### src/rtl/tx_resp_arbiter.sv
// Round-robin arbiter that funnels ALU, register-file and status responses
// into the single TX FIFO write port, one byte per write, LSB byte first.
module tx_resp_arbiter #(
    parameter int DATA_WIDTH = 8,
    parameter int ALU_WIDTH  = 16
) (
    input  logic                  clk_i,
    input  logic                  rst_i,
    input  logic                  alu_req_i,
    input  logic [ALU_WIDTH-1:0]  alu_data_i,
    input  logic                  rf_req_i,
    input  logic [DATA_WIDTH-1:0] rf_data_i,
    input  logic                  st_req_i,
    input  logic [DATA_WIDTH-1:0] st_data_i,
    input  logic                  fifo_full_i,
    output logic                  alu_ack_o,
    output logic                  rf_ack_o,
    output logic                  st_ack_o,
    output logic [DATA_WIDTH-1:0] tx_p_data_o,
    output logic                  tx_d_vld_o,
    output logic                  busy_o
);

    localparam int HOLD_W   = 2 * DATA_WIDTH;
    localparam bit TWO_BYTE = (ALU_WIDTH == 2 * DATA_WIDTH);

    typedef enum logic [1:0] {IDLE, SEND_LO, SEND_HI} state_t;
    typedef enum logic [1:0] {SRC_ALU = 2'd0, SRC_RF = 2'd1, SRC_ST = 2'd2} src_t;

    state_t                state_q;
    src_t                  last_q;
    src_t                  gnt_q;
    logic [HOLD_W-1:0]     hold_q;
    logic [DATA_WIDTH-1:0] tx_data_q;
    logic                  tx_vld_q;
    logic                  alu_ack_q;
    logic                  rf_ack_q;
    logic                  st_ack_q;
    logic                  busy_q;

    src_t              grant_d;
    logic [HOLD_W-1:0] payload_d;
    logic              any_req;
    logic              write_ok;

    // Search starts just after the last winner, so a lone requester can win twice in a row.
    always_comb begin
        any_req = alu_req_i | rf_req_i | st_req_i;
        grant_d = SRC_ALU;
        case (last_q)
            SRC_ALU: grant_d = rf_req_i  ? SRC_RF  : (st_req_i  ? SRC_ST  : SRC_ALU);
            SRC_RF:  grant_d = st_req_i  ? SRC_ST  : (alu_req_i ? SRC_ALU : SRC_RF);
            default: grant_d = alu_req_i ? SRC_ALU : (rf_req_i  ? SRC_RF  : SRC_ST);
        endcase

        payload_d = '0;
        case (grant_d)
            SRC_ALU: payload_d = HOLD_W'(alu_data_i);
            SRC_RF:  payload_d = HOLD_W'(rf_data_i);
            default: payload_d = HOLD_W'(st_data_i);
        endcase

        // Never write on consecutive edges so the full flag has settled before each write.
        write_ok = !fifo_full_i && !tx_vld_q;
    end

    always_ff @(posedge clk_i) begin
        if (rst_i) begin
            state_q   <= IDLE;
            last_q    <= SRC_ST;
            gnt_q     <= SRC_ALU;
            hold_q    <= '0;
            tx_data_q <= '0;
            tx_vld_q  <= 1'b0;
            alu_ack_q <= 1'b0;
            rf_ack_q  <= 1'b0;
            st_ack_q  <= 1'b0;
            busy_q    <= 1'b0;
        end else begin
            tx_vld_q  <= 1'b0;
            alu_ack_q <= 1'b0;
            rf_ack_q  <= 1'b0;
            st_ack_q  <= 1'b0;
            case (state_q)
                IDLE: begin
                    if (any_req) begin
                        gnt_q     <= grant_d;
                        last_q    <= grant_d;
                        hold_q    <= payload_d;
                        alu_ack_q <= (grant_d == SRC_ALU);
                        rf_ack_q  <= (grant_d == SRC_RF);
                        st_ack_q  <= (grant_d == SRC_ST);
                        busy_q    <= 1'b1;
                        state_q   <= SEND_LO;
                    end
                end
                SEND_LO: begin
                    if (write_ok) begin
                        tx_data_q <= hold_q[DATA_WIDTH-1:0];
                        tx_vld_q  <= 1'b1;
                        if (TWO_BYTE && gnt_q == SRC_ALU) begin
                            state_q <= SEND_HI;
                        end else begin
                            state_q <= IDLE;
                            busy_q  <= 1'b0;
                        end
                    end
                end
                SEND_HI: begin
                    if (write_ok) begin
                        tx_data_q <= hold_q[HOLD_W-1:DATA_WIDTH];
                        tx_vld_q  <= 1'b1;
                        state_q   <= IDLE;
                        busy_q    <= 1'b0;
                    end
                end
                default: begin
                    state_q <= IDLE;
                    busy_q  <= 1'b0;
                end
            endcase
        end
    end

    assign alu_ack_o   = alu_ack_q;
    assign rf_ack_o    = rf_ack_q;
    assign st_ack_o    = st_ack_q;
    assign tx_p_data_o = tx_data_q;
    assign tx_d_vld_o  = tx_vld_q;
    assign busy_o      = busy_q;

endmodule

### config.mk
export PLATFORM = sky130hd
export DESIGN_NAME = tx_resp_arbiter
export DESIGN_NICKNAME = d
export VERILOG_FILES = /design/src/rtl/tx_resp_arbiter.sv
export SDC_FILE = /design/constraint.sdc
export NUM_CORES = 1
export LEC_CHECK = 0
export CELL_PAD_IN_SITES_DETAIL_PLACEMENT = 0
export CELL_PAD_IN_SITES_GLOBAL_PLACEMENT = 1
export CORE_MARGIN = 4
export CORE_UTILIZATION = 25
export CTS_CLUSTER_SIZE = 16
export DETAILED_ROUTE_END_ITERATION = 16
export PLACE_DENSITY = 0.67
export SLEW_MARGIN = 20
export SYNTH_ARGS = -nofsm -noshare
export SYNTH_HDL_FRONTEND = slang
export SYNTH_SLANG_ARGS = --single-unit
export TNS_END_PERCENT = 30
### constraint.sdc
create_clock -name clk_i -period 1.5 [get_ports clk_i]
set_input_delay 0.375 -clock clk_i [delete_from_list [all_inputs] [get_ports clk_i]]
set_output_delay 0.375 -clock clk_i [all_outputs]
set_load 0.02 [all_outputs]
==> impl_results.rst, run 1 <==
.. list-table::
   :header-rows: 1

   * - Metric
     - Value
   * - Post-DR wirelength/cell
     - ~13 um
   * - Critical path arrival
     - roughly 1.6 ns
   * - Number of top-level design ports
     - 51
   * - # setup viols final
     - 0
   * - P per Cell Area
     - 1378 nW/um2
   * - Setup repair after global routing missed its margin
     - yes
   * - Clock transition at path regs
     - approximately 0.070 ns
   * - Number of distinct library cells after synthesis
     - 36
   * - Sw frac
     - 33.69%
   * - Placer congestion estimate
     - between 0.7 and 0.8
   * - Final core utilization
     - roughly 40%
   * - Highest clock rate
     - 0.7119 GHz
   * - Pin count of the biggest net entering global routing
     - 35
   * - DR iter-0 viols
     - 63
   * - Cell leakage power
     - between 0.9 and 1 nW
   * - Maximum Capacitance Violations
     - 0
   * - Initial Util
     - 25.95%
   * - Sum of routed wire length over all layers
     - approximately 4.5 mm
   * - Placeable core region
     - between 6000 and 7000 um2
   * - Post-route antenna net violation count
     - 0
   * - Async SR Flop Fraction
     - 0%
   * - CP max-delay cell
     - sky130_fd_sc_hd__dfxtp_2
   * - Share of the yosys chip area belonging to registers
     - around two fifths
   * - Fillcell total
     - between 600 and 700
   * - Switching power
     - ~1.2 mW
   * - EDFF count, synth
     - 0
   * - Avg Vias per Cell
     - roughly 4.6
   * - Post-Route Skew
     - 0.003858 ns
   * - Fin nets
     - around 290
   * - Layout cell share with drive strength beyond 1
     - between 20% and 30%
   * - Largest fanout of any net on the critical path
     - 8
   * - Buffers added on ports
     - 50
   * - Total number of cells along the worst setup path
     - 4
   * - Standard-cell rows
     - 29
   * - Critical path type
     - flip-flop to flip-flop
   * - Total count of max-transition violations in the final report
     - 0
   * - Tightest hold margin
     - about 0.45 ns
   * - Register-to-Register Path Depth
     - 4
   * - TNS Setup
     - 0 ns
   * - Synth Area per Inst
     - between 9 and 10 um2
   * - Max H-tree Level
     - 2
   * - List of most frequent post-synthesis cells
     - 34 x sky130_fd_sc_hd__dfxtp_1, 23 x sky130_fd_sc_hd__nor2_1, 14 x sky130_fd_sc_hd__a21oi_1, 14 x sky130_fd_sc_hd__nand2_1
   * - Buffers plus inverters on the worst setup path
     - 0
   * - Area delta synth->final
     - 53.75%
   * - Power share of the sequential group
     - around a third
   * - Synthesized netlist cell count
     - 183
   * - Largest delay share family, worst path
     - compound AO/OA/AOI/OAI gates
   * - Worst IR Drop VDD
     - ~420 uV
   * - Critical Path Start Type
     - flip-flop
   * - Final instance count without filler cells
     - ~330
   * - Deepest clock path buffer count
     - 2
   * - Min Clock Period, post-route
     - 1.405 ns
   * - Portion of synthesized cell area occupied by the leading cell type
     - between 40% and 50%
   * - Clock power share
     - between 20% and 30%
   * - Worst-margin pin slew
     - 0.2866 ns
   * - Number of vias after detailed routing
     - roughly 1500
   * - First-pass GRT wire length
     - approximately 7.3 mm
   * - Number of cells after detailed placement
     - 319
   * - Die W
     - ~90 um
   * - Synthesis Warnings
     - 0
   * - Cell depth of the worst hold path
     - 2
   * - Gr ovfl total
     - 0
   * - Number of failing hold endpoints at the final stage
     - 0
   * - Data required time at the worst endpoint
     - between 1.5 and 2 ns
   * - Cells along the critical path
     - nor2b_1 -> o21a_2 -> o21ai_0 -> a311oi_2
   * - Number of optimization iterations in the first detailed-route pass
     - 4
   * - Total internal power
     - around 2.3 mW
   * - Run status
     - complete, no violations
   * - Clock Latency Late Sink
     - around 0.28 ns
   * - Logic gate share of total power
     - about 42%
   * - Headroom to the max-slew limit
     - between 80% and 90%
   * - Clock root cell
     - sky130_fd_sc_hd__clkbuf_8
   * - Die Y-Extent
     - 89.65 um
   * - Antenna diode instance count
     - 0
   * - Estimated wirelength of the detail-placed design
     - roughly 3.3 mm
   * - TritonCTS clock tree
     - built
   * - Ranking of synthesized cells by area
     - sky130_fd_sc_hd__dfxtp_1 41%, sky130_fd_sc_hd__mux2i_1 5.4%, sky130_fd_sc_hd__nor2_1 5.2%, sky130_fd_sc_hd__a21oi_1 4.2%, sky130_fd_sc_hd__a211oi_1 4.1%
   * - Initial antenna violation count
     - 0
   * - Count of hold buffers inserted by post-cts repair
     - 0
   * - Endpoint class of the critical path
     - flip-flop
   * - Final worst path period share
     - roughly 94%
   * - Sink Count
     - 34
   * - Summed instance area of the synthesized netlist
     - 1667 um2
   * - Largest stage delay, worst path
     - 0.42 ns
   * - Number of global-route vias before repair
     - around 1500
   * - DRC Markers
     - 0
   * - Top cell type by total area after synthesis
     - sky130_fd_sc_hd__dfxtp_1
   * - Ys flop type
     - sky130_fd_sc_hd__dfxtp_1
   * - Net Count, Synth
     - around 220
   * - Type of the tightest min-delay check
     - flip-flop to flip-flop
   * - Die ar.
     - approximately 8000 um2
   * - TritonCTS buffer count
     - 5
   * - Overall fraction of global-route tracks in use
     - a little under an eighth
   * - Most used standard cell by instance count after synthesis
     - sky130_fd_sc_hd__dfxtp_1
   * - Flops & latches, synth
     - 34
## through the flow
stage	setup WS, ns	instance area (um2)	power (mW)
after floorplan	0.03976	1667	2.095
after global placement	-0.4320	2412	2.735
after detailed placement	-0.4579	2412	2.745
after CTS	0.01202	2525	3.532
after global routing	-0.03185	2562	3.784
final	0.09530	2562	3.532
## final cells by class
type | count | area [um2] | area share, %
Clock buffer | 7 | 76.32 | 2.979
Clock inverter | 1 | 30.03 | 1.172
Inverter | 4 | 15.01 | 0.5859
Multi-Input combinational cell | 131 | 914.6 | 35.69
Sequential cell | 34 | 684.4 | 26.71
Tap cell | 77 | 96.34 | 3.760
Timing Repair Buffer | 77 | 745.7 | 29.10
## kinds of logic (layout without fill, tap and decap cells)
group / count (synthesis) / in the layout / synth area share, %
AOI/OAI and AO/OA: 63 / 63 / 27.33
adders and majority gates: 3 / 3 / 2.252
DFF: 34 / 34 / 40.84
muxes: 9 / 9 / 5.406
and+or+nand+nor: 56 / 56 / 18.09
buffers and inverters: 18 / 89 / 6.080
## worst register-to-register path: stages, from the launching register on
cell	delay, ns
sky130_fd_sc_hd__dfxtp_2	0.42
sky130_fd_sc_hd__nor2b_1	0.24
sky130_fd_sc_hd__o21a_2	0.25
sky130_fd_sc_hd__o21ai_0	0.15
sky130_fd_sc_hd__a311oi_2	0.27
## timing repair
action,in CTS,in global routing
setup endpoints to repair,32,20
gates resized for setup,20,12
pin swaps,2,3
cloned,1,0
setup buffers,1,2
## sequential cells by signal, indices dropped and copies added (netlist names)
name / flops
hold_q: 16
tx_p_data_o: 8
last_q: 2
state_q: 2
alu_ack_o: 1
busy_o: 1
gnt_q: 1
rf_ack_o: 1
st_ack_o: 1
tx_d_vld_o: 1
## final timing paths
check / start / to / slack [ns]
setup / recovery: last_q[0]$_SDFFE_PP0N_ / hold_q[6]$_SDFFE_PP0N_ / 0.1
hold / removal: hold_q[15]$_SDFFE_PP0N_ / hold_q[15]$_SDFFE_PP0N_ / 0.45
hold reg to reg: hold_q[15]$_SDFFE_PP0N_ / hold_q[15]$_SDFFE_PP0N_ / 0.45
setup reg to reg: last_q[0]$_SDFFE_PP0N_ / hold_q[6]$_SDFFE_PP0N_ / 0.1
## power groups by stage
stage	sequential (mW)	clock [mW]	combinational [mW]
detailed placement	1.25	0	1.49
floorplan	1.30	0	0.798
finish	1.23	0.810	1.49
global placement	1.24	0	1.49
global route	1.26	0.881	1.64
CTS	1.23	0.835	1.47
## layer usage
metal | track usage (%) | wire length (um) | vias to the layer above
met4 | 4.465 | 36 | 0
met2 | 16.22 | 1792 | 46
met1 | 17.01 | 2307 | 681
li1 | - | - | 810
met3 | 3.285 | 320 | 2
met5 | 0 | 0 | -
## placed cells by master, fill, tap and decap left out, types with 2 or more instances in the layout
master,synthesis,final
sky130_fd_sc_hd__a31oi_1,8,8
sky130_fd_sc_hd__buf_12,0,5
sky130_fd_sc_hd__a211oi_2,1,2
sky130_fd_sc_hd__nor2_2,0,2
sky130_fd_sc_hd__mux2i_1,9,9
sky130_fd_sc_hd__inv_1,4,4
sky130_fd_sc_hd__nor3_4,2,2
sky130_fd_sc_hd__buf_4,4,21
sky130_fd_sc_hd__nor3_1,4,4
sky130_fd_sc_hd__o21ai_0,8,8
sky130_fd_sc_hd__a211oi_1,9,8
sky130_fd_sc_hd__nor2b_1,2,2
sky130_fd_sc_hd__dlygate4sd2_1,0,15
sky130_fd_sc_hd__clkbuf_1,4,2
sky130_fd_sc_hd__ha_1,3,2
sky130_fd_sc_hd__nand2_1,14,14
sky130_fd_sc_hd__dfxtp_2,0,3
sky130_fd_sc_hd__clkbuf_8,0,5
sky130_fd_sc_hd__o21bai_1,4,4
sky130_fd_sc_hd__clkdlybuf4s50_1,0,34
sky130_fd_sc_hd__dfxtp_1,34,31
sky130_fd_sc_hd__nand2b_1,2,2
sky130_fd_sc_hd__o211ai_1,8,8
sky130_fd_sc_hd__nor2_1,23,21
sky130_fd_sc_hd__a311oi_2,4,4
sky130_fd_sc_hd__a21oi_1,14,13
sky130_fd_sc_hd__nor2b_4,1,2
sky130_fd_sc_hd__nand4_1,4,4
Power figures use the tool's default switching activity.
==> run 2: changes to the inputs <==
Settings changed: ABC_AREA from default to 1, PLACE_DENSITY 0.67 to 0.7.
==> run 2 against run 1 <==
Against the previous run: design area shrank 3.7%; first-iteration DRC count shrank 33%; register-to-register slack gained 0.03 ns; critical path depth grew 5; wire length shrank 9.7%; power grew 23%; clock power grew 5.7%; final cell count grew 11%; clock-buffer cell count shrank 1; die area shrank 1.7%; critical path type is now input pin to flip-flop; largest cell class unchanged.
==> impl_results.rst, run 2 <==
.. list-table::
   :header-rows: 1

   * - Metric
     - Value
   * - EDFF count, synth
     - 0
   * - Max H-tree Level
     - 2
   * - Setup repair after global routing missed its margin
     - yes
   * - Clock transition at path regs
     - about 0.07 ns
   * - Largest fanout of any net on the critical path
     - 14
   * - Estimated wirelength of the detail-placed design
     - about 3.1 mm
   * - Most frequent cells in the layout
     - 62 x sky130_fd_sc_hd__nand2_1, 36 x sky130_fd_sc_hd__clkdlybuf4s50_1, 34 x sky130_fd_sc_hd__dfxtp_1
   * - P per Cell Area
     - 1755 nW/um2
   * - Initial antenna violation count
     - 0
   * - Number of vias after detailed routing
     - around 1600
   * - Type of the tightest min-delay check
     - flip-flop to flip-flop
   * - Synthesized netlist cell count
     - between 200 and 250
   * - Final worst path period share
     - a little over 90%
   * - Cells along the critical path
     - clkdlybuf4s50_1 -> nor2_2 -> nand2_1 -> nand3_4 -> buf_12 -> nand2_1 -> nand3_1 -> nor2_1 -> nor2_1
   * - Peak-usage layer in the global routing report
     - met2
   * - Fin nets
     - approximately 330
   * - Clock power share
     - approximately 20%
   * - Data required time at the worst endpoint
     - ~1.7 ns
   * - Total power of the final layout
     - about 4.3 mW
   * - Register-to-Register Path Depth
     - 6
   * - Run status
     - complete, no violations
   * - Die Y-Extent
     - 88.88 um
   * - Placeable core region
     - 6350 um2
   * - Most flop-heavy register
     - hold_q
   * - Async SR Flop Fraction
     - 0%
   * - Largest stage delay, worst path
     - ~0.5 ns
   * - Total count of max-transition violations in the final report
     - 0
   * - Cell leakage power
     - roughly 1.1 nW
   * - Count of hold buffers inserted by post-cts repair
     - 0
   * - Sum of routed wire length over all layers
     - slightly above 4 mm
   * - Endpoint class of the critical path
     - flip-flop
   * - Top cell type by total area after synthesis
     - sky130_fd_sc_hd__dfxtp_1
   * - Number of cells after detailed placement
     - approximately 360
   * - Avg Vias per Cell
     - 4.247
   * - Area delta synth->final
     - 50.88%
   * - Met3 demand-to-capacity share in global routing
     - roughly 2.9%
   * - Maximum Capacitance Violations
     - 0
   * - Pin count of the biggest net entering global routing
     - 27
   * - TritonCTS clock tree
     - built
   * - # setup viols final
     - 0
   * - Initial Util
     - about a quarter
   * - CP max-delay cell
     - sky130_fd_sc_hd__clkdlybuf4s50_1
   * - Layout cell share with drive strength beyond 1
     - between 10% and 20%
   * - Critical path type
     - input pin to flip-flop
   * - Number of distinct library cells after synthesis
     - 23
   * - Post-route antenna net violation count
     - 0
   * - Placer congestion estimate
     - roughly 0.73
   * - Flops & latches, synth
     - 34
   * - Gr ovfl total
     - 0
   * - Overall fraction of global-route tracks in use
     - between 10 and 15%
   * - Synth Area per Inst
     - slightly above 7 um2
   * - Critical path arrival
     - between 1.5 and 2 ns
   * - Die W
     - between 80 and 90 um
   * - TritonCTS buffer count
     - 5
   * - DRC Markers
     - 0
   * - Max reg flops
     - 16
   * - Switching power
     - between 1.5 and 2 mW
   * - Power share of the sequential group
     - 32.6%
   * - Die ar.
     - 7900 um2
   * - Sw frac
     - between 30% and 40%
   * - Portion of synthesized cell area occupied by the leading cell type
     - about two fifths
   * - Cell depth of the worst hold path
     - 2
   * - Highest clock rate
     - 0.7174 GHz
   * - Synthesis Warnings
     - 0
   * - Worst-margin pin slew
     - roughly 0.22 ns
   * - Number of top-level design ports
     - slightly above 50
   * - Worst IR Drop VDD
     - ~570 uV
   * - Post-DR wirelength/cell
     - 10.91 um
   * - Clock root cell
     - sky130_fd_sc_hd__clkbuf_8
   * - Standard-cell rows
     - 29
   * - First-pass GRT wire length
     - around 7.0 mm
   * - Ranking of synthesized cells by area
     - sky130_fd_sc_hd__dfxtp_1 42%, sky130_fd_sc_hd__nand2_1 14%, sky130_fd_sc_hd__nor2_1 5.7%, sky130_fd_sc_hd__o21ai_0 5.2%, sky130_fd_sc_hd__nand3_1 4.9%
   * - GR Layer Usage met1
     - between 10% and 20%
   * - Ys flop type
     - sky130_fd_sc_hd__dfxtp_1
   * - Total internal power
     - between 2 and 3 mW
   * - Buffers added on ports
     - 50
   * - Deepest clock path buffer count
     - 2
   * - Most common cell after layout, fill and taps aside
     - sky130_fd_sc_hd__nand2_1
   * - Headroom to the max-slew limit
     - around 85%
   * - Logic gate share of total power
     - a little under half
   * - DR iter-0 viols
     - between 40 and 50
   * - Most used standard cell by instance count after synthesis
     - sky130_fd_sc_hd__nand2_1
   * - Final instance count without filler cells
     - 369
   * - Met2 layer usage reported by global route
     - 17.34%
   * - Number of failing hold endpoints at the final stage
     - 0
   * - TNS Setup
     - 0 ns
   * - Number of optimization iterations in the first detailed-route pass
     - 4
   * - Post-Route Skew
     - 0.003866 ns
   * - Critical Path Start Type
     - input pin
   * - Sink Count
     - 34
   * - Min Clock Period, post-route
     - 1.394 ns
   * - Share of the yosys chip area belonging to registers
     - about two fifths
   * - Summed instance area of the synthesized netlist
     - approximately 1600 um2
   * - Clock Latency Late Sink
     - about 0.28 ns
   * - List of most frequent post-synthesis cells
     - 62 x sky130_fd_sc_hd__nand2_1, 34 x sky130_fd_sc_hd__dfxtp_1, 25 x sky130_fd_sc_hd__nor2_1
   * - Net Count, Synth
     - between 200 and 300
   * - Antenna diode instance count
     - 0
   * - Number of global-route vias before repair
     - 1600
run 2: worst paths after layout:
check / start / end / slack [ns]
worst max-delay path: alu_req_i / hold_q[6]$_SDFFE_PP0N_ / 0.11
worst min-delay path: busy_o$_SDFFE_PP0P_ / busy_o$_SDFFE_PP0P_ / 0.46
worst max register to register: state_q[0]$_SDFFE_PP0P_ / tx_p_data_o[3]$_SDFFE_PP0P_ / 0.13
worst min register to register: busy_o$_SDFFE_PP0P_ / busy_o$_SDFFE_PP0P_ / 0.46
run 2: cells by family (layout without fill, tap and decap cells):
logic type      count (synthesis)  count (layout)  share of synthesized area (%)
compound gates                 37              37                          12.55
simple gates                  122             122                          35.27
flops                          34              34                          41.62
fa+ha+maj                       3               3                          2.296
buf+inv                        30              96                          8.263
run 2: power by group through the flow:
stage / sequential (mW) / combinational (mW) / clock (mW)
2_1_floorplan: 1.54 / 1.16 / 0
3_3_place_gp: 1.43 / 2.10 / 0
3_5_place_dp: 1.43 / 2.11 / 0
4_1_cts: 1.41 / 2.04 / 0.878
5_1_grt: 1.46 / 2.37 / 0.909
6_report: 1.41 / 2.06 / 0.856
run 2: area by class of cell:
class	instances	area, um2
Timing Repair Buffer	67	659.4
Tap cell	77	96.34
Clock inverter	1	30.03
Inverter	22	85.08
Clock buffer	6	82.58
Sequential cell	34	680.7
Fill cell	702	3882
Multi-Input combinational cell	162	833.3
run 2: timing repair:
item / in CTS / in global routing
endpoints found under the setup margin: 13 / 24
buffers inserted: 0 / 0
resized for setup: 13 / 16
run 2: worst max-delay path: cells and delay by family:
kind / cells / cell delay [ns]
buffers and inverters: 2 / 0.66
AND/OR/NAND/NOR: 7 / 0.53
run 2: stage by stage:
stage               hold slack, ns  util [%]  instance area, um2  setup WS, ns
finish                      0.4602     38.86                2467        0.1061
global route                0.4916     38.86                2467    -0.0002723
CTS                         0.4631     38.44                2441       0.02385
detailed placement          0.4523     36.93                2345       -0.2901
global placement            0.4512     36.93                2345       -0.2673
floorplan                   0.4391         -                1635        0.1505
run 2: per-layer routing:
layer  part of all wire [%]  routed length (um)  up-vias
li1                       -                   -      865
met4                    1.7                  68        0
met1                     49                1967      655
met2                     43                1715       42
met5                      0                   0        -
met3                    6.8                 274        5
==> run 3: changes to the inputs <==
Settings changed: PLACE_DENSITY 0.7 to 0.68.
Clock period 1.5 ns to 1.7 ns, I/O delays scaled along.
==> run 3 against run 2 <==
Against the previous run: flip-flop and latch count stayed put; combinational power is 12% lower; sequential share of layout area is 0.25 points lower; power is 8.5% lower; critical path depth is 8 lower; clock-buffer cell count is 1 lower; sequential power is 11% lower; setup slack worse by 0.059 ns; critical path type is now flip-flop to output port.
==> impl_results.rst, run 3 (synthesized netlist as in run 2, its figures left out) <==
.. list-table::
   :header-rows: 1

   * - Metric
     - Value
   * - Worst-margin pin slew
     - 0.2702 ns
   * - Total count of max-transition violations in the final report
     - 0
   * - Estimated wirelength of the detail-placed design
     - approximately 3.2 mm
   * - Worst IR Drop VDD
     - about 550 uV
   * - Tightest hold margin
     - roughly 0.46 ns
   * - Initial Util
     - around a quarter
   * - Antenna diode instance count
     - 0
   * - # setup viols final
     - 0
   * - Die Y-Extent
     - slightly below 90 um
   * - Critical path type
     - flip-flop to output port
   * - Number of top-level design ports
     - between 50 and 60
   * - Headroom to the max-slew limit
     - about four fifths
   * - Overall fraction of global-route tracks in use
     - between 10% and 20%
   * - Fillcell total
     - approximately 650
   * - Gr ovfl total
     - 0
   * - Clock Latency Late Sink
     - approximately 0.29 ns
   * - Fin nets
     - about 330
   * - Setup Buffers After CTS
     - 0
   * - Sink Count
     - 34
   * - Final worst path period share
     - between 90% and 100%
   * - Run status
     - complete, no violations
   * - Post-Route Skew
     - between 0.004 and 0.005 ns
   * - Die W
     - 88.88 um
   * - Most flop-heavy register
     - hold_q
   * - Most common cell after layout, fill and taps aside
     - sky130_fd_sc_hd__nand2_1
   * - Post-route antenna net violation count
     - 0
   * - Endpoint class of the critical path
     - output port
   * - Most frequent cells in the layout
     - 62 x sky130_fd_sc_hd__nand2_1, 42 x sky130_fd_sc_hd__clkdlybuf4s50_1, 34 x sky130_fd_sc_hd__dfxtp_1
   * - Largest stage delay, worst path
     - 0.61 ns
   * - Min Clock Period, post-route
     - around 1.7 ns
   * - Number of failing hold endpoints at the final stage
     - 0
   * - Number of global-route vias before repair
     - 1663
   * - Placeable core region
     - roughly 6300 um2
   * - Standard-cell rows
     - 29
   * - Largest delay share family, worst path
     - buffers and inverters
   * - First-pass GRT wire length
     - 7.438 mm
   * - P per Cell Area
     - 1592 nW/um2
   * - Type of the tightest min-delay check
     - flip-flop to flip-flop
   * - Cell leakage power
     - about 1.2 nW
   * - Setup repair after global routing missed its margin
     - no
   * - Initial antenna violation count
     - 0
   * - CP max-delay cell
     - sky130_fd_sc_hd__clkdlybuf4s50_1
   * - Critical path arrival
     - 1.23 ns
   * - Clock transition at path regs
     - around 0.07 ns
   * - Avg Vias per Cell
     - 4.279
   * - Pin count of the biggest net entering global routing
     - 25
   * - TritonCTS clock tree
     - built
   * - DRC Markers
     - 0
   * - Number of vias after detailed routing
     - 1566
   * - DR iter-0 viols
     - 42
   * - Highest clock rate
     - just over 0.6 GHz
   * - Number of optimization iterations in the first detailed-route pass
     - 4
   * - Data required time at the worst endpoint
     - roughly 1.3 ns
   * - Area delta synth->final
     - 52.26%
   * - Largest fanout of any net on the critical path
     - 2
   * - # resized after CTS
     - 0
   * - Cells along the critical path
     - clkdlybuf4s50_1
   * - Clock root cell
     - sky130_fd_sc_hd__clkbuf_8
   * - Deepest clock path buffer count
     - 2
   * - Maximum Capacitance Violations
     - 0
   * - Placer congestion estimate
     - around 0.74
   * - TritonCTS buffer count
     - 5
   * - Layout cell share with drive strength beyond 1
     - between 15 and 20%
   * - Sum of routed wire length over all layers
     - approximately 4.1 mm
   * - Buffers plus inverters on the worst setup path
     - 1
   * - Max H-tree Level
     - 2
   * - Buffers added on ports
     - 50
   * - Post-DR wirelength/cell
     - 11.34 um
   * - Critical Path Start Type
     - flip-flop
   * - Die ar.
     - around 7900 um2
   * - Count of hold buffers inserted by post-cts repair
     - 0
   * - Max reg flops
     - 16
   * - TNS Setup
     - 0 ns
run 3: cell types whose count changed in the layout (fill, tap and decap cells not counted), sizes merged:
cell	delta
dlygate4sd2	-13
dlymetal6s2s	+7
clkdlybuf4s50	+6
buf	-4
bufinv	+1
clkbuf	-1
clkinv	+1
run 3: worst paths after layout:
kind | slack, ns | to | cells past startpoint | startpoint
max reg2reg | 0.28 | hold_q[6]$_SDFFE_PP0N_ | 7 | state_q[0]$_SDFFE_PP0P_
max | 0.05 | busy_o | 1 | busy_o$_SDFFE_PP0P_
min reg2reg | 0.46 | busy_o$_SDFFE_PP0P_ | 2 | busy_o$_SDFFE_PP0P_
min | 0.46 | busy_o$_SDFFE_PP0P_ | 2 | busy_o$_SDFFE_PP0P_
run 3: metrics by stage:
stage	cells	util, %	setup WS (ns)	power [mW]	area, um2
finish	366	39.21	0.04708	3.964	2490
global route	366	39.21	0.002899	4.325	2490
CTS	366	38.82	0.004909	4.024	2465
detailed placement	358	36.65	-0.1467	3.099	2327
global placement	358	36.65	-0.1359	3.083	2327
floorplan	226	-	0.3505	2.378	1635
run 3: area by class of cell:
cell class / instances / area [um2] / area share [%]
multi-input cells: 162 / 824.5 / 33.12
flip-flops and latches: 34 / 680.7 / 27.34
repair buffers: 63 / 668.1 / 26.83
well taps: 77 / 96.34 / 3.869
inverters: 22 / 82.58 / 3.317
clock buffers: 5 / 68.82 / 2.764
clock inverters: 3 / 68.82 / 2.764
run 3: power breakdown:
part / internal (mW) / switching, mW / total [mW] / leakage (nW)
logic: 0.801 / 1.01 / 1.81 / 0.842
clock network: 0.588 / 0.316 / 0.904 / 0.0683
registers: 1.09 / 0.158 / 1.25 / 0.280
total: 2.48 / 1.48 / 3.96 / 1.19
run 3: per-layer routing:
metal / wire length (um) / track usage [%] / vias up
li1: - / - / 854
met1: 2050 / 15.78 / 665
met2: 1756 / 18.83 / 45
met3: 300 / 3.724 / 2
met4: 41 / 4.945 / 0
met5: 0 / 0 / -
